`src/rtl/codec_i2s_intf.sv`:
```
// I2S master link to the CS4272: derives MCLK/SCLK/LRCLK/RSTn from clk, receives and transmits DW-bit samples.
// Optional build macro CODEC_LOOPBACK_EN: the transmit registers reload from the received words (echo path).
module codec_i2s_intf #(
  parameter int DW = 24
) (
  input  logic          clk,
  input  logic          rst_n,
  input  logic          SDout,
  input  logic [DW-1:0] lft_out,
  input  logic [DW-1:0] rht_out,
  output logic          MCLK,
  output logic          SCLK,
  output logic          LRCLK,
  output logic          RSTn,
  output logic          SDin,
  output logic [DW-1:0] lft_in,
  output logic [DW-1:0] rht_in,
  output logic          vld
);

  localparam logic [1:0] ST_RST  = 2'd0;
  localparam logic [1:0] ST_SYNC = 2'd1;
  localparam logic [1:0] ST_RUN  = 2'd2;
  localparam logic [4:0] K_LAST  = 5'(DW);

  logic [9:0]    cnt_reg;
  logic [1:0]    state_reg;
  logic [4:0]    k;
  logic [4:0]    tx_idx;
  logic          sclk_rise;
  logic          sclk_fall;
  logic          frame_start;
  logic          rx_win;
  logic          tx_win;
  logic          rx_done;
  logic [DW-1:0] sr_word [2];
  logic [DW-1:0] tx_word [2];
  logic [DW-1:0] tx_src  [2];

  assign k           = cnt_reg[8:4];
  assign tx_idx      = 5'(DW - 1) - k;
  assign sclk_rise   = (cnt_reg[3:0] == 4'h7);
  assign sclk_fall   = (cnt_reg[3:0] == 4'hF);
  assign frame_start = (cnt_reg == 10'h3FF);
  assign rx_win      = (k != 5'd0) && (k <= K_LAST);
  assign tx_win      = (k < K_LAST);
  assign rx_done     = sclk_rise && cnt_reg[9] && (k == K_LAST) && (state_reg == ST_RUN);

`ifdef CODEC_LOOPBACK_EN
  assign tx_src[0] = lft_in;
  assign tx_src[1] = rht_in;
`else
  assign tx_src[0] = lft_out;
  assign tx_src[1] = rht_out;
`endif

  // Clock outputs are registered copies of the next counter value, so they track cnt bit-exactly.
  always_ff @(posedge clk or negedge rst_n) begin
    if (!rst_n) begin
      cnt_reg <= 10'd0;
      MCLK    <= 1'b0;
      SCLK    <= 1'b0;
      LRCLK   <= 1'b0;
    end else begin
      cnt_reg <= cnt_reg + 10'd1;
      MCLK    <= cnt_reg[1] ^ cnt_reg[0];
      SCLK    <= cnt_reg[3] ^ (&cnt_reg[2:0]);
      LRCLK   <= cnt_reg[9] ^ (&cnt_reg[8:0]);
    end
  end

  always_ff @(posedge clk or negedge rst_n) begin
    if (!rst_n) begin
      state_reg <= ST_RST;
      RSTn      <= 1'b0;
    end else if (frame_start) begin
      case (state_reg)
        ST_RST: begin
          state_reg <= ST_SYNC;
          RSTn      <= 1'b1;
        end
        ST_SYNC: state_reg <= ST_RUN;
        default: state_reg <= ST_RUN;
      endcase
    end
  end

  // Channel 0 is left (LRCLK low), channel 1 is right (LRCLK high).
  generate
    for (genvar gi = 0; gi < 2; gi++) begin : g_ch
      logic [DW-1:0] sr_reg;
      logic [DW-1:0] tx_reg;

      always_ff @(posedge clk or negedge rst_n) begin
        if (!rst_n) begin
          sr_reg <= '0;
          tx_reg <= '0;
        end else begin
          if (sclk_rise && rx_win && (cnt_reg[9] == 1'(gi)))
            sr_reg <= {sr_reg[DW-2:0], SDout};
          if (frame_start)
            tx_reg <= tx_src[gi];
        end
      end

      assign sr_word[gi] = sr_reg;
      assign tx_word[gi] = tx_reg;
    end
  endgenerate

  // The right LSB arrives on the same edge that completes the frame, so it bypasses the shift register.
  always_ff @(posedge clk or negedge rst_n) begin
    if (!rst_n) begin
      lft_in <= '0;
      rht_in <= '0;
      vld    <= 1'b0;
    end else begin
      vld <= rx_done;
      if (rx_done) begin
        lft_in <= sr_word[0];
        rht_in <= {sr_word[1][DW-2:0], SDout};
      end
    end
  end

  always_ff @(posedge clk or negedge rst_n) begin
    if (!rst_n) begin
      SDin <= 1'b0;
    end else if (sclk_fall) begin
      if ((state_reg == ST_RUN) && tx_win)
        SDin <= cnt_reg[9] ? tx_word[1][tx_idx] : tx_word[0][tx_idx];
      else
        SDin <= 1'b0;
    end
  end

endmodule
```
`config.mk`:
```
export PLATFORM = sky130hd
export DESIGN_NAME = codec_i2s_intf
export DESIGN_NICKNAME = d
export VERILOG_FILES = /design/src/rtl/codec_i2s_intf.sv
export SDC_FILE = /design/constraint.sdc
export NUM_CORES = 1
export LEC_CHECK = 0
export ABC_AREA = 1
export CELL_PAD_IN_SITES_DETAIL_PLACEMENT = 0
export CELL_PAD_IN_SITES_GLOBAL_PLACEMENT = 1
export CORE_MARGIN = 1
export CORE_UTILIZATION = 41
export CTS_CLUSTER_DIAMETER = 150
export DETAILED_ROUTE_END_ITERATION = 12
export GPL_TIMING_DRIVEN = 0
export PLACE_DENSITY_LB_ADDON = 0.1
export REMOVE_ABC_BUFFERS = 1
export SYNTH_ARGS = -nofsm -noshare
export SYNTH_HDL_FRONTEND = slang
export SYNTH_SLANG_ARGS = --single-unit
```
`constraint.sdc`:
```
create_clock -name clk -period 2 [get_ports clk]
set_clock_uncertainty 0.05 [all_clocks]
set_input_delay 0.3 -clock clk [delete_from_list [all_inputs] [get_ports clk]]
set_output_delay 0.3 -clock clk [all_outputs]
set_load 0.05 [all_outputs]
```
# Word-level counts from Yosys, hierarchy flattened
# Index checks and enable logic that the tools add are counted.
# classes
n_addsub,2
n_lt_le_gt_ge,3
eq_ne,5
muxes,7
bitwise_logic,4
n_reduce_logical,13
# op_table
op,n
"10-bit by 1-bit adder with 10-bit output, second input constant",1
1-bit binary-select mux with 5-bit select,2
"10-bit equality test, second input constant",1
9-bit AND reduction,1
1-bit logical AND,8
"5-bit by 6-bit < comparator with 1-bit output, second input constant",1
"5-bit equality test, second input constant",1
"5-bit <= comparator, second input constant",1
"5-bit < comparator, second input constant",1
5-bit nonzero test,1
"5-bit subtractor, first input constant",1
"4-bit by 3-bit equality test with 1-bit output, second input constant",1
"4-bit equality test, second input constant",1
1-bit two-way mux,4
3-bit AND reduction,1
1-bit bitwise XOR,3
"2-bit equality test, second input constant",1
2-bit logical NOT,1
2-bit two-way mux,1
2-bit AND reduction,1
1-bit inverter,1
# totals
ff_bits,161
wordCells,48

# Depth between registers and ports, before layout
# Gate-level depths: netlist of the first run.
# logic_depth
ltp_word,5
ltp_mapped,13
mapped_depth_nobuf,12

# Worst setup path before layout of the first run
# OpenSTA, ideal clock, no wires.
# synth_timing
path_type,reg2reg
start,register cnt_reg[1]
end,register g_ch[0].sr_reg[10]
setup_time_ps,129
t_arrival_ps,1755
required_time_ps,1821
slack_ps,67
path_stages_with_launch,11
period_less_slack_ps,1933
cell_sequence,dfrtp_1 -> ha_1 -> nand2_1 -> nor2_1 -> o21ai_1 -> nor2_2 -> nand2_2 -> buf_6 -> buf_6 -> nand2_1 -> o21ai_1
# synth_between
elab_chain_len,3
# synth_rtl
item,line_no,text
from (decl),26,logic [9:0] cnt_reg;
from (signal assigned),65,cnt_reg <= cnt_reg + 10'd1;
4-bit by 3-bit equality test with 1-bit output,42,assign sclk_rise = (cnt_reg[3:0] == 4'h7);
1-bit logical AND (2 in a row),99,if (sclk_rise && rx_win && (cnt_reg[9] == 1'(gi)))
to (signal assigned),100,"sr_reg <= {sr_reg[DW-2:0], SDout};"
to (decl),91,logic [DW-1:0] sr_reg;
# Every way passes these cells.
# A chain may end at the register's enable or synchronous reset.

# Worst setup path after layout of the first run
# layout_timing
start,register rht_in[1]
end,output port rht_in[1]
# layout_lines
item,line_no,text
from (decl),17,"output logic [DW-1:0] rht_in,"
from (signal assigned),121,"rht_in <= {sr_word[1][DW-2:0], SDout};"
# No word-level cell between the ends.

==> results_dict.tcl, run 1 <==
set metrics [dict create \
    r2r_start "cnt_reg[9]" \
    io_pins 105 \
    cp-start-kind "flip-flop" \
    crit_type "reg -> out" \
    tns_ns 0 \
    worstPathCellList "clkdlybuf4s50_1" \
    whs_ns 0.3362 \
    power.density_mw_per_mm2 754.0 \
    cts_tree "done" \
    fin_crit_ns 1.967 \
    grt_pass1_wl_um 24420 \
    peakVddDrop_mv 0.6031 \
    layout_commonest_cell "nand2_1" \
    stdcell_area_mm2 0.008892 \
    drive_above_1_share_pct 10.74 \
    antenna_found_initial 0 \
    finalNonFillerCells 1082 \
    ant_nets 0 \
    worst-path-max-fanout 2 \
    clock-sinks 160 \
    leakagePower_nw 3.916 \
    layout_common_cells "221 x nand2_1, 156 x dfrtp_1, 100 x clkdlybuf4s50_1, 95 x inv_1, 72 x o21ai_0" \
    r2r_slack_ns 0.09 \
    ys_ff_latch 160 \
    drt_iter0_markers 402 \
    grt_overflow 0 \
    max_cap_violations 0 \
    cp_top_family "buffers and inverters" \
    timing.rr.end "rht_in[7]" \
    timing.fmax_ghz 0.5085 \
    n_antenna_cell 0 \
    synth_warnings 0 \
    place_hpwl_um 8381 \
    async_flop_share_pct 100.0 \
    status "complete, no violations" \
    viasPerCell 4.829 \
    critPathMaxStageDelay_ns 0.81 \
    slowest_stage "clkdlybuf4s50_1" \
    dpl-instance-area_mm2 0.007785 \
    endpoint_kind "primary output" \
    cts_root_buf "clkbuf_16" \
    portBuffers 104 \
    htree_levels 4 \
    grt_max_degree 106 \
    grtUsageTotal_pct 19.11 \
    wl_per_cell_um 15.22 \
    die_x_um 129.4 \
    slew_headroom_pct 62.48 \
    p_total_mw 6.705 \
    vias 5225 \
    initial_core_util_pct 41.92 \
    core_mm2 0.01589 \
    cp_num_buf_inv 1 \
    place.gp.congestion 0.7553 \
    clk_path_buf_depth 2 \
    placementRows 46 \
    synth_cell_type_count 26 \
    numPlacedInstances 1016 \
    worstMarginPinSlew_ns 0.5629 \
    arrival_ns 1.62 \
    cts_made_buffers 17 \
    die_area_mm2 0.01675 \
    synth_edf_count 0 \
    pre_cts_slack_ns -1.159 \
    wl_um 16460 \
    remaining_drc_errors 0 \
    critical_path_required_ns 1.65 \
    ys.flop_type "dfrtp_1" \
    hold_path_class "in -> async" \
    fin_crit_sh_pct 98.33 \
    seq_area_frac_synth_pct 60.13 \
    grt_pass1_vias 4896 \
    drv_slew 0 \
    hold_viol_final 0 \
    worst_slack_ns 0.03348 \
    largest_reg_flops 48 \
    postSynthAreaPerCell_um2 9.084 \
    clk_pin_slew_ns 0.06 \
    utilization_pct 55.98 \
    rr_worst_depth 5 \
    area_growth_pct 33.54 \
    clock_latency_ns 0.43 \
    setup_violations 0 \
    first_pass_iters 5 \
    final_nets 908 \
    die_h_um 129.4 \
    synth_cells 733 \
    synth_area_mm2 0.006659 \
]
## layout make-up
class,count,area (um^2)
fillers,1488,6993
clock buffers,17,425.4
inverters,98,375.4
repair buffers,130,1371
flip-flops and latches,160,4016
well taps,216,270.3
multi-input cells,446,2265
clock inverters,15,168.9
## how the worst max path moves through the flow
| stage | end | from | depth (start not counted) |
|---|---|---|---|
| 2_1_floorplan | state_reg[1] | cnt_reg[4] | 6 |
| 3_3_place_gp | g_ch[0].tx_reg[20] | rst_n | 1 |
| 3_5_place_dp | g_ch[0].sr_reg[5] | cnt_reg[4] | 6 |
| 4_1_cts | g_ch[0].sr_reg[4] | cnt_reg[7] | 8 |
| 5_1_grt | lft_in[20] | cnt_reg[9] | 6 |
| 6_report | rht_in[1] | rht_in[1] | 1 |
## metal layers
metal	global-route usage [%]	routed length [um]	vias to the layer above
met3	3.675	694	23
met4	7.045	263	0
met5	0	0	-
li1	-	-	2574
met1	25.43	7594	2501
met2	31.18	7911	127
## synth_stat cells (2+ instances only)
cell	n	area share [%]
nand2_2	2	0.19
o21ai_0	73	5.5
nand2_1	221	12
nor2_2	2	0.19
buf_2	18	1.4
clkbuf_2	2	0.15
o21ai_2	4	0.53
nand3_1	30	2.3
clkbuf_1	7	0.39
nor2_1	9	0.51
o211ai_1	6	0.68
buf_6	11	1.9
ha_1	4	0.75
xor2_1	7	0.92
dfrtp_1	160	60
buf_4	2	0.23
inv_1	97	5.5
o21ai_1	62	4.7
a21oi_1	8	0.60
nor3_2	2	0.30
## kinds of logic (layout without fill, tap and decap cells)
kind of cell / count (synthesis) / in the layout / synth area share [%]
buf+inv: 138 / 260 / 9.508
simple gates: 270 / 281 / 16.61
xor+xnor: 8 / 8 / 1.052
fa+ha+maj: 4 / 4 / 0.7516
compound gates: 153 / 153 / 11.95
flops: 160 / 160 / 60.13
## repair_timing
| action | in CTS | in global routing |
|---|---|---|
| gates resized for setup | 20 | 14 |
| endpoints found under the hold margin | 55 | 0 |
| endpoints found under the setup margin | 154 | 119 |
| hold buffers | 1 | 0 |
| pin swaps | 6 | 7 |
| buffers inserted | 11 | 11 |
| cloned | 3 | 9 |
## power breakdown
| group | internal (mW) | switching [mW] |
|---|---|---|
| Combinational | 0.0941 | 0.0834 |
| Sequential | 3.24 | 0.00108 |
| Clock | 1.96 | 1.33 |
| Total | 5.29 | 1.42 |
Power figures use the tool's default switching activity.
==> run 2: changes to the inputs <==
--- a/config.mk
+++ b/config.mk
@@ -8,8 +8,9 @@
 export ABC_AREA = 1
 export CELL_PAD_IN_SITES_DETAIL_PLACEMENT = 0
 export CELL_PAD_IN_SITES_GLOBAL_PLACEMENT = 1
-export CORE_MARGIN = 1
-export CORE_UTILIZATION = 41
+export CORE_MARGIN = 3
+export CORE_UTILIZATION = 42
+export CTS_BUF_LIST = sky130_fd_sc_hd__clkbuf_8
 export CTS_CLUSTER_DIAMETER = 150
 export DETAILED_ROUTE_END_ITERATION = 12
 export GPL_TIMING_DRIVEN = 0
==> run 2 against run 1 <==
  * Sequential cell count stayed put
  * Sequential share of layout area is 0.45 points higher
  * Sequential power hardly changed
  * Count of clock-buffer cells in the layout is 3 higher
  * Total power is 12% lower
  * Worst setup slack worse by 0.0018 ns
  * Global-route usage is 1.2 points lower
  * Clock power is 25% lower
==> results_dict.tcl, run 2 (synthesis results as in run 1) <==
set metrics [dict create \
    layout_common_cells "218 x nand2_1, 155 x dfrtp_1, 97 x inv_1, 80 x o21ai_1, 63 x clkdlybuf4s50_1" \
    power.density_mw_per_mm2 669.4 \
    final_nets 912 \
    clock_latency_ns 0.45 \
    area_growth_pct 32.17 \
    arrival_ns 1.62 \
    remaining_drc_errors 0 \
    drive_above_1_share_pct 11.49 \
    swShare_pct 21.11 \
    n_antenna_cell 0 \
    htree_levels 4 \
    drt_iter0_markers 346 \
    slew_headroom_pct 62.40 \
    die_h_um 131.9 \
    worstMarginPinSlew_ns 0.5641 \
    portBuffers 104 \
    tns_ns 0 \
    leakagePower_nw 4.295 \
    timing.fmax_ghz 0.5081 \
    cp_num_buf_inv 1 \
    vias 5259 \
    drv_slew 0 \
    whs_ns 0.2890 \
    clk_path_buf_depth 2 \
    die_x_um 131.9 \
    placementRows 45 \
    fillCellCount 1395 \
    core_mm2 0.01537 \
    antenna_found_initial 0 \
    hold_path_class "in -> async" \
    initial_core_util_pct 43.32 \
    ant_nets 0 \
    largest_reg_flops 48 \
    cp_top_family "buffers and inverters" \
    stdcell_area_mm2 0.008801 \
    viasPerCell 4.865 \
    timing.rr.end "rht_in[22]" \
    power_frac_comb_pct 3.0 \
    cts_root_buf "clkbuf_8" \
    clkPwrFrac_pct 42.1 \
    rr_worst_depth 6 \
    wl_um 17050 \
    place.gp.congestion 0.7329 \
    p_total_mw 5.892 \
    grtUsageTotal_pct 17.89 \
    io_pins 105 \
    max_cap_violations 0 \
    fin_crit_ns 1.968 \
    cts_made_buffers 17 \
    crit_type "reg -> out" \
    grt_pass1_wl_um 25370 \
    wl_per_cell_um 15.77 \
    r2r_slack_ns 0.05 \
    grt_pass1_vias 4981 \
    status "complete, no violations" \
    worstPathCellList "clkdlybuf4s50_1" \
    power_frac_seq_pct 54.9 \
    clk_pin_slew_ns 0.09 \
    setup_violations 0 \
    cts_tree "done" \
    worst-path-max-fanout 2 \
    endpoint_kind "primary output" \
    hold_viol_final 0 \
    critPathMaxStageDelay_ns 0.80 \
    r2r_start "cnt_reg[9]" \
    clock-sinks 160 \
    peakVddDrop_mv 0.3604 \
    fin_crit_sh_pct 98.42 \
    critical_path_required_ns 1.65 \
    netSwitchingPower_mw 1.244 \
    dpl-instance-area_mm2 0.007759 \
    slowest_stage "clkdlybuf4s50_1" \
    p_int_mw 4.648 \
    grt_max_degree 111 \
    first_pass_iters 4 \
    cp-start-kind "flip-flop" \
    grt_overflow 0 \
    layout_commonest_cell "nand2_1" \
    place_hpwl_um 8321 \
    die_area_mm2 0.01740 \
]
[run 2: cell count changes in the layout (fill, tap and decap cells not counted), sizes merged]
cell / change
inv: +3
dlygate4sd2: +15
clkdlybuf4s50: -37
bufbuf: +1
dlymetal6s2s: +22
nor2: +2
clkinvlp: +4
buf: -1
nand3: +1
clkinv: -9
clkbuf: +3
[run 2: layout make-up]
class	instances	area (um^2)	area share, %
clock buffers	20	275.3	3.128
clock inverters	12	142.6	1.621
inverters	98	379.1	4.308
multi-input cells	449	2326	26.43
flip-flops and latches	160	4015	45.62
well taps	211	264.0	3.000
repair buffers	130	1391	15.81
repair inverters	1	7.507	0.08530
[run 2: worst max path at each step]
stage,from,endpoint,slack (ns),cells after the start
6_report,lft_in[3],lft_in[3],0.03,1
4_1_cts,rht_in[5],rht_in[5],0.003,1
3_3_place_gp,rst_n,g_ch[1].tx_reg[22],-5.96,1
2_1_floorplan,cnt_reg[4],state_reg[1],-1.13,6
5_1_grt,cnt_reg[8],rht_in[12],-0.02,7
3_5_place_dp,cnt_reg[4],g_ch[1].tx_reg[21],-1.62,8
[run 2: layer usage]
layer  global-route usage (%)  wire (um)
met2                    28.82       8076
met3                    3.969        708
met5                        0          0
met4                    4.726        165
met1                    24.68       8095
[run 2: power groups by stage]
stage          Sequential [mW]  Combinational (mW)  Clock (mW)
3_5_place_dp              3.30               0.178           0
6_report                  3.23               0.174        2.48
4_1_cts                   3.23               0.181        2.55
2_1_floorplan             3.30             0.00474           0
5_1_grt                   3.23               0.195        2.66
3_3_place_gp              3.30               0.168           0
[run 2: timing repair]
action,CTS,global route
hold buffers,1,0
cloned,7,10
gates resized for setup,40,59
setup buffers,11,10
hold endpoints to repair,50,0
pin swaps,5,8
endpoints found under the setup margin,169,132
[run 2: stage by stage]
| step | setup slack (ns) | instances | utilization (%) |
|---|---|---|---|
| floorplan | -1.130 | 693 | - |
| global placement | -5.964 | 1008 | 50.09 |
| detailed placement | -1.618 | 1010 | 50.48 |
| CTS | 0.003312 | 1061 | 54.88 |
| global route | -0.01965 | 1081 | 57.26 |
| finish | 0.03170 | 1081 | 57.26 |
